**config.mk**
```make
export PLATFORM = sky130hd
export DESIGN_NAME = quantize_stream
export DESIGN_NICKNAME = d
export VERILOG_FILES = /design/src/rtl/quantize_pkg.sv /design/src/rtl/quant_lane.sv /design/src/rtl/quantize_stream.sv
export SDC_FILE = /design/constraint.sdc
export NUM_CORES = 2
export LEC_CHECK = 0
export CORE_UTILIZATION = 55
export DETAILED_ROUTE_END_ITERATION = 12
export DONT_BUFFER_PORTS = 1
export GPL_TIMING_DRIVEN = 0
export PLACE_DENSITY = 0.76
export SYNTH_ARGS = -nofsm -noshare
export SYNTH_HDL_FRONTEND = slang
export SYNTH_SLANG_ARGS = --single-unit
```
**constraint.sdc**
```tcl
create_clock -name clock -period 20.2 [get_ports clock]
set_clock_uncertainty 0.1 [all_clocks]
set_input_delay 1.01 -clock clock [delete_from_list [all_inputs] [get_ports clock]]
set_output_delay 1.01 -clock clock [all_outputs]
set_load 0.02 [all_outputs]
```
**src/rtl/quantize_pkg.sv**
```systemverilog
// Shared constants for the JPEG row quantizer: Annex K quantizer tables, their
// 16-bit reciprocals (built at elaboration) and the output saturation helper.
package quantize_pkg;

    typedef logic [0:63][7:0]  qtab_t;
    typedef logic [0:63][15:0] rtab_t;

    localparam qtab_t LUMA_Q = '{
        8'd16, 8'd11, 8'd10, 8'd16, 8'd24,  8'd40,  8'd51,  8'd61,
        8'd12, 8'd12, 8'd14, 8'd19, 8'd26,  8'd58,  8'd60,  8'd55,
        8'd14, 8'd13, 8'd16, 8'd24, 8'd40,  8'd57,  8'd69,  8'd56,
        8'd14, 8'd17, 8'd22, 8'd29, 8'd51,  8'd87,  8'd80,  8'd62,
        8'd18, 8'd22, 8'd37, 8'd56, 8'd68,  8'd109, 8'd103, 8'd77,
        8'd24, 8'd35, 8'd55, 8'd64, 8'd81,  8'd104, 8'd113, 8'd92,
        8'd49, 8'd64, 8'd78, 8'd87, 8'd103, 8'd121, 8'd120, 8'd101,
        8'd72, 8'd92, 8'd95, 8'd98, 8'd112, 8'd100, 8'd103, 8'd99
    };

    localparam qtab_t CHROMA_Q = '{
        8'd17, 8'd18, 8'd24, 8'd47, 8'd99, 8'd99, 8'd99, 8'd99,
        8'd18, 8'd21, 8'd26, 8'd66, 8'd99, 8'd99, 8'd99, 8'd99,
        8'd24, 8'd26, 8'd56, 8'd99, 8'd99, 8'd99, 8'd99, 8'd99,
        8'd47, 8'd66, 8'd99, 8'd99, 8'd99, 8'd99, 8'd99, 8'd99,
        8'd99, 8'd99, 8'd99, 8'd99, 8'd99, 8'd99, 8'd99, 8'd99,
        8'd99, 8'd99, 8'd99, 8'd99, 8'd99, 8'd99, 8'd99, 8'd99,
        8'd99, 8'd99, 8'd99, 8'd99, 8'd99, 8'd99, 8'd99, 8'd99,
        8'd99, 8'd99, 8'd99, 8'd99, 8'd99, 8'd99, 8'd99, 8'd99
    };

    // Rounded 65536/Q; every table entry is >= 10 so the result fits 16 bits.
    function automatic rtab_t make_recip(input qtab_t q);
        rtab_t r;
        for (int i = 0; i < 64; i++) begin
            r[i] = 16'((32'd65536 + 32'(q[i] >> 1)) / 32'(q[i]));
        end
        return r;
    endfunction

    localparam rtab_t LUMA_R   = make_recip(LUMA_Q);
    localparam rtab_t CHROMA_R = make_recip(CHROMA_Q);

    // Clamp a magnitude to the largest positive value of an out_w-bit signed word.
    function automatic logic [31:0] sat_mag(input logic [31:0] mag, input int out_w);
        logic [31:0] lim;
        lim = (32'd1 << (out_w - 1)) - 32'd1;
        return (mag > lim) ? lim : mag;
    endfunction

endpackage

```
**src/rtl/quant_lane.sv**
```systemverilog
// One coefficient lane: |c| * reciprocal in stage 1, round/saturate/re-sign in stage 2.
// Bypass carries |c| through the same two registers so latency never changes.
module quant_lane
    import quantize_pkg::*;
#(
    parameter int COEF_W = 12,
    parameter int OUT_W  = 10
) (
    input  logic              clk,
    input  logic              rst_n,
    input  logic              en1_i,
    input  logic              en2_i,
    input  logic [COEF_W-1:0] coeff_i,
    input  logic [15:0]       recip_i,
    input  logic              bypass_i,
    output logic [OUT_W-1:0]  q_o
);
    localparam int AW = COEF_W + 1;
    localparam int PW = AW + 16;

    logic [AW-1:0]    c_ext;
    logic [AW-1:0]    abs_d, abs_q;
    logic [PW-1:0]    prod_d, prod_q;
    logic             neg_q, byp_q;
    logic [PW:0]      rounded;
    logic [31:0]      mag, sat;
    logic [OUT_W-1:0] q_d, q_q;

    // One extra bit keeps the magnitude of the most negative input exact.
    assign c_ext  = {coeff_i[COEF_W-1], coeff_i};
    assign abs_d  = c_ext[AW-1] ? (~c_ext + AW'(1)) : c_ext;
    assign prod_d = PW'(abs_d) * PW'(recip_i);

    assign rounded = {1'b0, prod_q} + (PW+1)'(32'h8000);
    assign mag     = byp_q ? 32'(abs_q) : 32'(rounded >> 16);
    assign sat     = sat_mag(mag, OUT_W);
    assign q_d     = neg_q ? OUT_W'(32'd0 - sat) : OUT_W'(sat);

    always_ff @(posedge clk or negedge rst_n) begin
        if (!rst_n) begin
            abs_q  <= '0;
            prod_q <= '0;
            neg_q  <= 1'b0;
            byp_q  <= 1'b0;
            q_q    <= '0;
        end else begin
            if (en1_i) begin
                abs_q  <= abs_d;
                prod_q <= prod_d;
                neg_q  <= coeff_i[COEF_W-1];
                byp_q  <= bypass_i;
            end
            if (en2_i) begin
                q_q <= q_d;
            end
        end
    end

    assign q_o = q_q;
endmodule

```
**src/rtl/quantize_stream.sv**
```systemverilog
// Streams 8x8 DCT blocks one row per beat through eight quant_lane instances,
// tracking row index and the luma/chroma table choice latched on each block's row 0.
module quantize_stream
    import quantize_pkg::*;
#(
    parameter int COEF_W = 12,
    parameter int OUT_W  = 10,
    parameter int LANES  = 8
) (
    input  logic                    clock,
    input  logic                    reset_n,
    input  logic                    flush,
    input  logic                    in_valid,
    output logic                    in_ready,
    input  logic [LANES*COEF_W-1:0] in_coeffs,
    input  logic                    is_luminance,
    input  logic                    quantize_off,
    output logic                    out_valid,
    input  logic                    out_ready,
    output logic [LANES*OUT_W-1:0]  out_coeffs,
    output logic [2:0]              out_row,
    output logic                    out_last
);
    if (LANES != 8) begin : g_lanes_chk
        $error("quantize_stream supports LANES == 8 only");
    end
    if (OUT_W > COEF_W) begin : g_width_chk
        $error("quantize_stream requires OUT_W <= COEF_W");
    end

    logic       alive_q;
    logic [2:0] row_d, row_q;
    logic       luma_d, luma_q;
    logic       v1_d, v1_q, v2_d, v2_q;
    logic [2:0] row1_d, row1_q, row2_d, row2_q;
    logic       adv2, accept, cur_luma, en2;

    // Stage 1 only moves when stage 2 is draining, so both stages advance in lockstep.
    assign adv2     = !v2_q || out_ready;
    assign in_ready = alive_q && !flush && adv2;
    assign accept   = in_valid && in_ready;
    assign en2      = adv2 && v1_q && !flush;
    assign cur_luma = (row_q == 3'd0) ? is_luminance : luma_q;

    always_comb begin
        row_d  = row_q;
        luma_d = luma_q;
        v1_d   = v1_q;
        v2_d   = v2_q;
        row1_d = row1_q;
        row2_d = row2_q;
        if (flush) begin
            row_d = 3'd0;
            v1_d  = 1'b0;
            v2_d  = 1'b0;
        end else if (adv2) begin
            v2_d = v1_q;
            v1_d = accept;
            if (v1_q) begin
                row2_d = row1_q;
            end
            if (accept) begin
                row1_d = row_q;
                row_d  = row_q + 3'd1;
                if (row_q == 3'd0) begin
                    luma_d = is_luminance;
                end
            end
        end
    end

    always_ff @(posedge clock or negedge reset_n) begin
        if (!reset_n) begin
            alive_q <= 1'b0;
            row_q   <= 3'd0;
            luma_q  <= 1'b1;
            v1_q    <= 1'b0;
            v2_q    <= 1'b0;
            row1_q  <= 3'd0;
            row2_q  <= 3'd0;
        end else begin
            alive_q <= 1'b1;
            row_q   <= row_d;
            luma_q  <= luma_d;
            v1_q    <= v1_d;
            v2_q    <= v2_d;
            row1_q  <= row1_d;
            row2_q  <= row2_d;
        end
    end

    for (genvar k = 0; k < LANES; k++) begin : g_lane
        logic [5:0]  idx;
        logic [15:0] recip;
        assign idx   = {row_q, 3'(k)};
        assign recip = cur_luma ? LUMA_R[idx] : CHROMA_R[idx];

        quant_lane #(
            .COEF_W (COEF_W),
            .OUT_W  (OUT_W)
        ) u_lane (
            .clk      (clock),
            .rst_n    (reset_n),
            .en1_i    (accept),
            .en2_i    (en2),
            .coeff_i  (in_coeffs[k*COEF_W +: COEF_W]),
            .recip_i  (recip),
            .bypass_i (quantize_off),
            .q_o      (out_coeffs[k*OUT_W +: OUT_W])
        );
    end

    assign out_valid = v2_q;
    assign out_row   = row2_q;
    assign out_last  = (row2_q == 3'd7);
endmodule

```
==> run_results.csv <==
group,metric,value,unit
outcome,status,"finished, violations left",
global_routing,antenna_found_initial,9,
logic_synthesis,avgSynthCellArea,8.51,um2
clock_tree,ctsHtreeMaxLevel,1,
sta,final.setup.tns,0,ps
clock_tree,cts_hold_buf,1,
pwr,p_per_area,166,nW/um2
clock_tree,cts_tree,"built",
sta,worst_pin_slew,1610,ps
worst_setup_path,critPathMaxStageDelay,1020,ps
place,routabilityCongestion,1.02,
clock_tree,numCtsBuffers,31,
final_layout,drive_gt1_frac,0.0205,
sta,max_freq,88.8,MHz
pwr,total_power,9.83,mW
worst_setup_path,crit_top_cell,"fa_1",
place,dp_slack,9450,ps
drt,wl_per_cell,23.0,um
worst_setup_path,r2r_end,"g_lane[4].u_lane.prod_q[25]",
final_layout,final.fill_count,9014,
sta,slew_viol_final,20,
worst_setup_path,worstSetupEndpointType,"flop",
drt,wl,186000,um
logic_synthesis,synth_most_common_cell,"inv_1",
run,drv_cap,2,
sta,period_share,0.557,
final_layout,fin_util,0.590,
global_routing,grt_pass1_vias,49500,
global_routing,grt_pass1_wl,286000,um
place,place_area,58100,um2
outcome,failed_checks,"capacitance limit, slew limit",
worst_setup_path,startpoint,"row_q[1]",
logic_synthesis,synth_commonest_cells,"1177 x inv_1, 1146 x nand2_1, 878 x fa_1, 624 x ha_1, 532 x nor2_1",
worst_setup_path,r2r_start,"row_q[1]",
drt,highest_layer,"met5",
sta,min_period,11260,ps
drt,dr_wl_met3,21400,um
worst_setup_path,crit_path_end,"g_lane[4].u_lane.prod_q[25]",
die,dieArea,103000,um2
worst_setup_path,crit_type,"flop to flop",
worst_setup_path,arrival,11630,ps
logic_synthesis,synth_top_cell_by_area,"fa_1",
drt,viasPerCell,5.91,
clock_tree,clock_latency,640,ps
final_layout,final_cells,8110,
die,die_w,321,um
clock_tree,clk_pin_slew,70,ps
clock_tree,clockBufferDepth,3,
sta,setup_violations,0,
worst_hold_path,hold_path_class,"input pin to asynchronous set/reset pin",
worst_setup_path,rr_worst_depth,31,
place,dp_cells,8046,
logic_synthesis,syn-cell-area,56000,um2
final_layout,multi_input_comb_area,43500,um2
drt,drc_errors,0,
clock_tree,cts_root_buffer,"clkbuf_16",
drt,drt-met1-wl,68600,um
worst_setup_path,critPathLaunchType,"flop",
sta,finalHoldViolations,0,
worst_setup_path,cp.required,20570,ps
drt,wl_met2,82200,um
clock_tree,cts_resized,0,
die,core-area,100000,um2
pwr,peakVddDrop,0.153,mV
logic_synthesis,synthDominantCellAreaShare,0.314,
logic_synthesis,async_flop_share,1.00,
logic_synthesis,synth_edf_count,0,
logic_synthesis,ys_seq_area_frac,0.135,
final_layout,ff_latch_area,7580,um2
clock_tree,cts_setup_buffers,0,
drt,drtAntennaViolNets,0,
die,initial_core_util,0.557,
worst_setup_path,path_max_fanout,10,
global_routing,grt_start_max_net_pins,304,
global_routing,grt_usage,0.368,
sta,rsz0062_at_grt,"no",
die,die_h,321,um
place,portBuffers,0,
sta,setup_ws,8940,ps
worst_setup_path,crit_slowest_cell,"buf_1",
die,io_pins,189,
place,hpwlAfterDp,153000,um
drt,first_pass_iters,6,
final_layout,area_delta_synth_final,5.77,%
die,rows,116,
pwr,p_leak,30.5,nW
sta,fin_hold_ws,29.9,ps
final_layout,stdcell_area,59200,um2
logic_synthesis,ys_warn_count,0,
final_layout,nets,8328,
worst_setup_path,r2r_slack,8940,ps
drt,drtIter0Drc,4887,
clock_tree,cts.sinks,303,
logic_synthesis,synth-main-ff-cell,"dfrtp_1",
logic_synthesis,post_synth_inst_count,6582,
drt,vias,48000,
global_routing,grt_overflow,0,
sta,slew-limit-headroom,-0.0739,
logic_synthesis,yosysUniqueCellTypes,94,
logic_synthesis,synthTopCellsByArea,"fa_1 31%, ha_1 14%, dfrtp_1 13%, inv_1 7.9%, nand2_1 7.7%",
logic_synthesis,synth_seq_cells,303,
## routing by layer
metal | GRT usage | up-vias
met2 | 0.573 | 2766
met1 | 0.463 | 23700
li1 | - | 20800
met5 | 0 | -
met3 | 0.0878 | 652
met4 | 0.228 | 2
## sequential cells by signal, summed over array words and instances (netlist names), 3 cells and up
name	cells
g_lane.u_lane.q_o	80
g_lane.u_lane.prod_q	97
row1_q	3
out_row	3
row_q	3
g_lane.u_lane.neg_q	8
g_lane.u_lane.abs_q	104
## report_power, final
group | internal [mW] | switching, mW
clock network | 0.345 | 0.292
logic | 3.19 | 4.93
registers | 0.791 | 0.290
total | 4.32 | 5.51
## layout make-up
| class | count | area share |
|---|---|---|
| clock inverter | 17 | 0.00327 |
| tap | 1357 | 0.0287 |
| inverter | 1185 | 0.0751 |
| clock buffer | 40 | 0.0147 |
| multi-input combinational | 4978 | 0.735 |
| antenna | 6 | 0.000254 |
| sequential | 303 | 0.128 |
| timing repair buffer | 5 | 0.000592 |
| buffer | 219 | 0.0144 |
## how the worst min path moves through the flow
stage | end | start | depth (start not counted) | slack (ps)
floorplan | g_lane[6].u_lane.abs_q[1] | g_lane[6].u_lane.abs_q[1] | 2 | 340
global placement | g_lane[0].u_lane.prod_q[26] | g_lane[0].u_lane.prod_q[26] | 2 | 360
finish | g_lane[7].u_lane.q_o[8] | reset_n | 0 | 30
detailed placement | g_lane[1].u_lane.abs_q[5] | g_lane[1].u_lane.abs_q[5] | 2 | 370
global route | g_lane[7].u_lane.q_o[8] | reset_n | 0 | 20
CTS | g_lane[4].u_lane.q_o[4] | reset_n | 0 | 9
## critical path: cells and delay by family (launching register included)
| kind | cells | cell delay (ps) |
|---|---|---|
| buffers and inverters | 10 | 3480 |
| AND/OR/NAND/NOR | 5 | 1120 |
| AO/OA/AOI/OAI | 8 | 3000 |
| flip-flops | 1 | 430 |
| XOR/XNOR | 1 | 200 |
| adder cells (fa/ha/maj) | 7 | 2750 |
## cell usage in the layout, fill, tap and decap left out, types with 19 or more instances in the layout
master     synthesis  layout
xor2_1           125     125
a21oi_1          161     161
inv_1           1177    1177
ha_1             624     624
o21ai_0          342     341
xnor2_1          150     150
clkbuf_1         186     189
dfrtp_1          302     302
conb_1             2     105
nand4_1           44      44
nor4_1            20      20
o21a_1            30      30
nor2_1           532     532
o21ai_1           18      19
or3_1             39      39
nor2b_1           31      31
fa_1             878     878
nand2b_1          59      59
nand3_1           84      84
a21o_1            67      67
buf_1             20      20
and2_1           101     101
nand2_1         1146    1146
o31ai_1           46      43
mux2i_1           38      38
a221oi_1          30      30
and3_1            28      28
clkbuf_16          0      31
nor3_1            66      66
## kinds of logic (layout without fill, tap and decap cells)
kind of cell | after synthesis | in the layout | share of synthesized area
DFF | 303 | 303 | 0.135
and+or+nand+nor | 2217 | 2217 | 0.172
AOI/OAI and AO/OA | 827 | 827 | 0.0919
adders and majority gates | 1502 | 1502 | 0.453
buffers and inverters | 1404 | 1466 | 0.0947
xor gates and xnor gates | 275 | 275 | 0.0430
muxes | 52 | 52 | 0.00988
other | 2 | 111 | 0.000134
No activity file was read; power rests on OpenSTA's default activity.
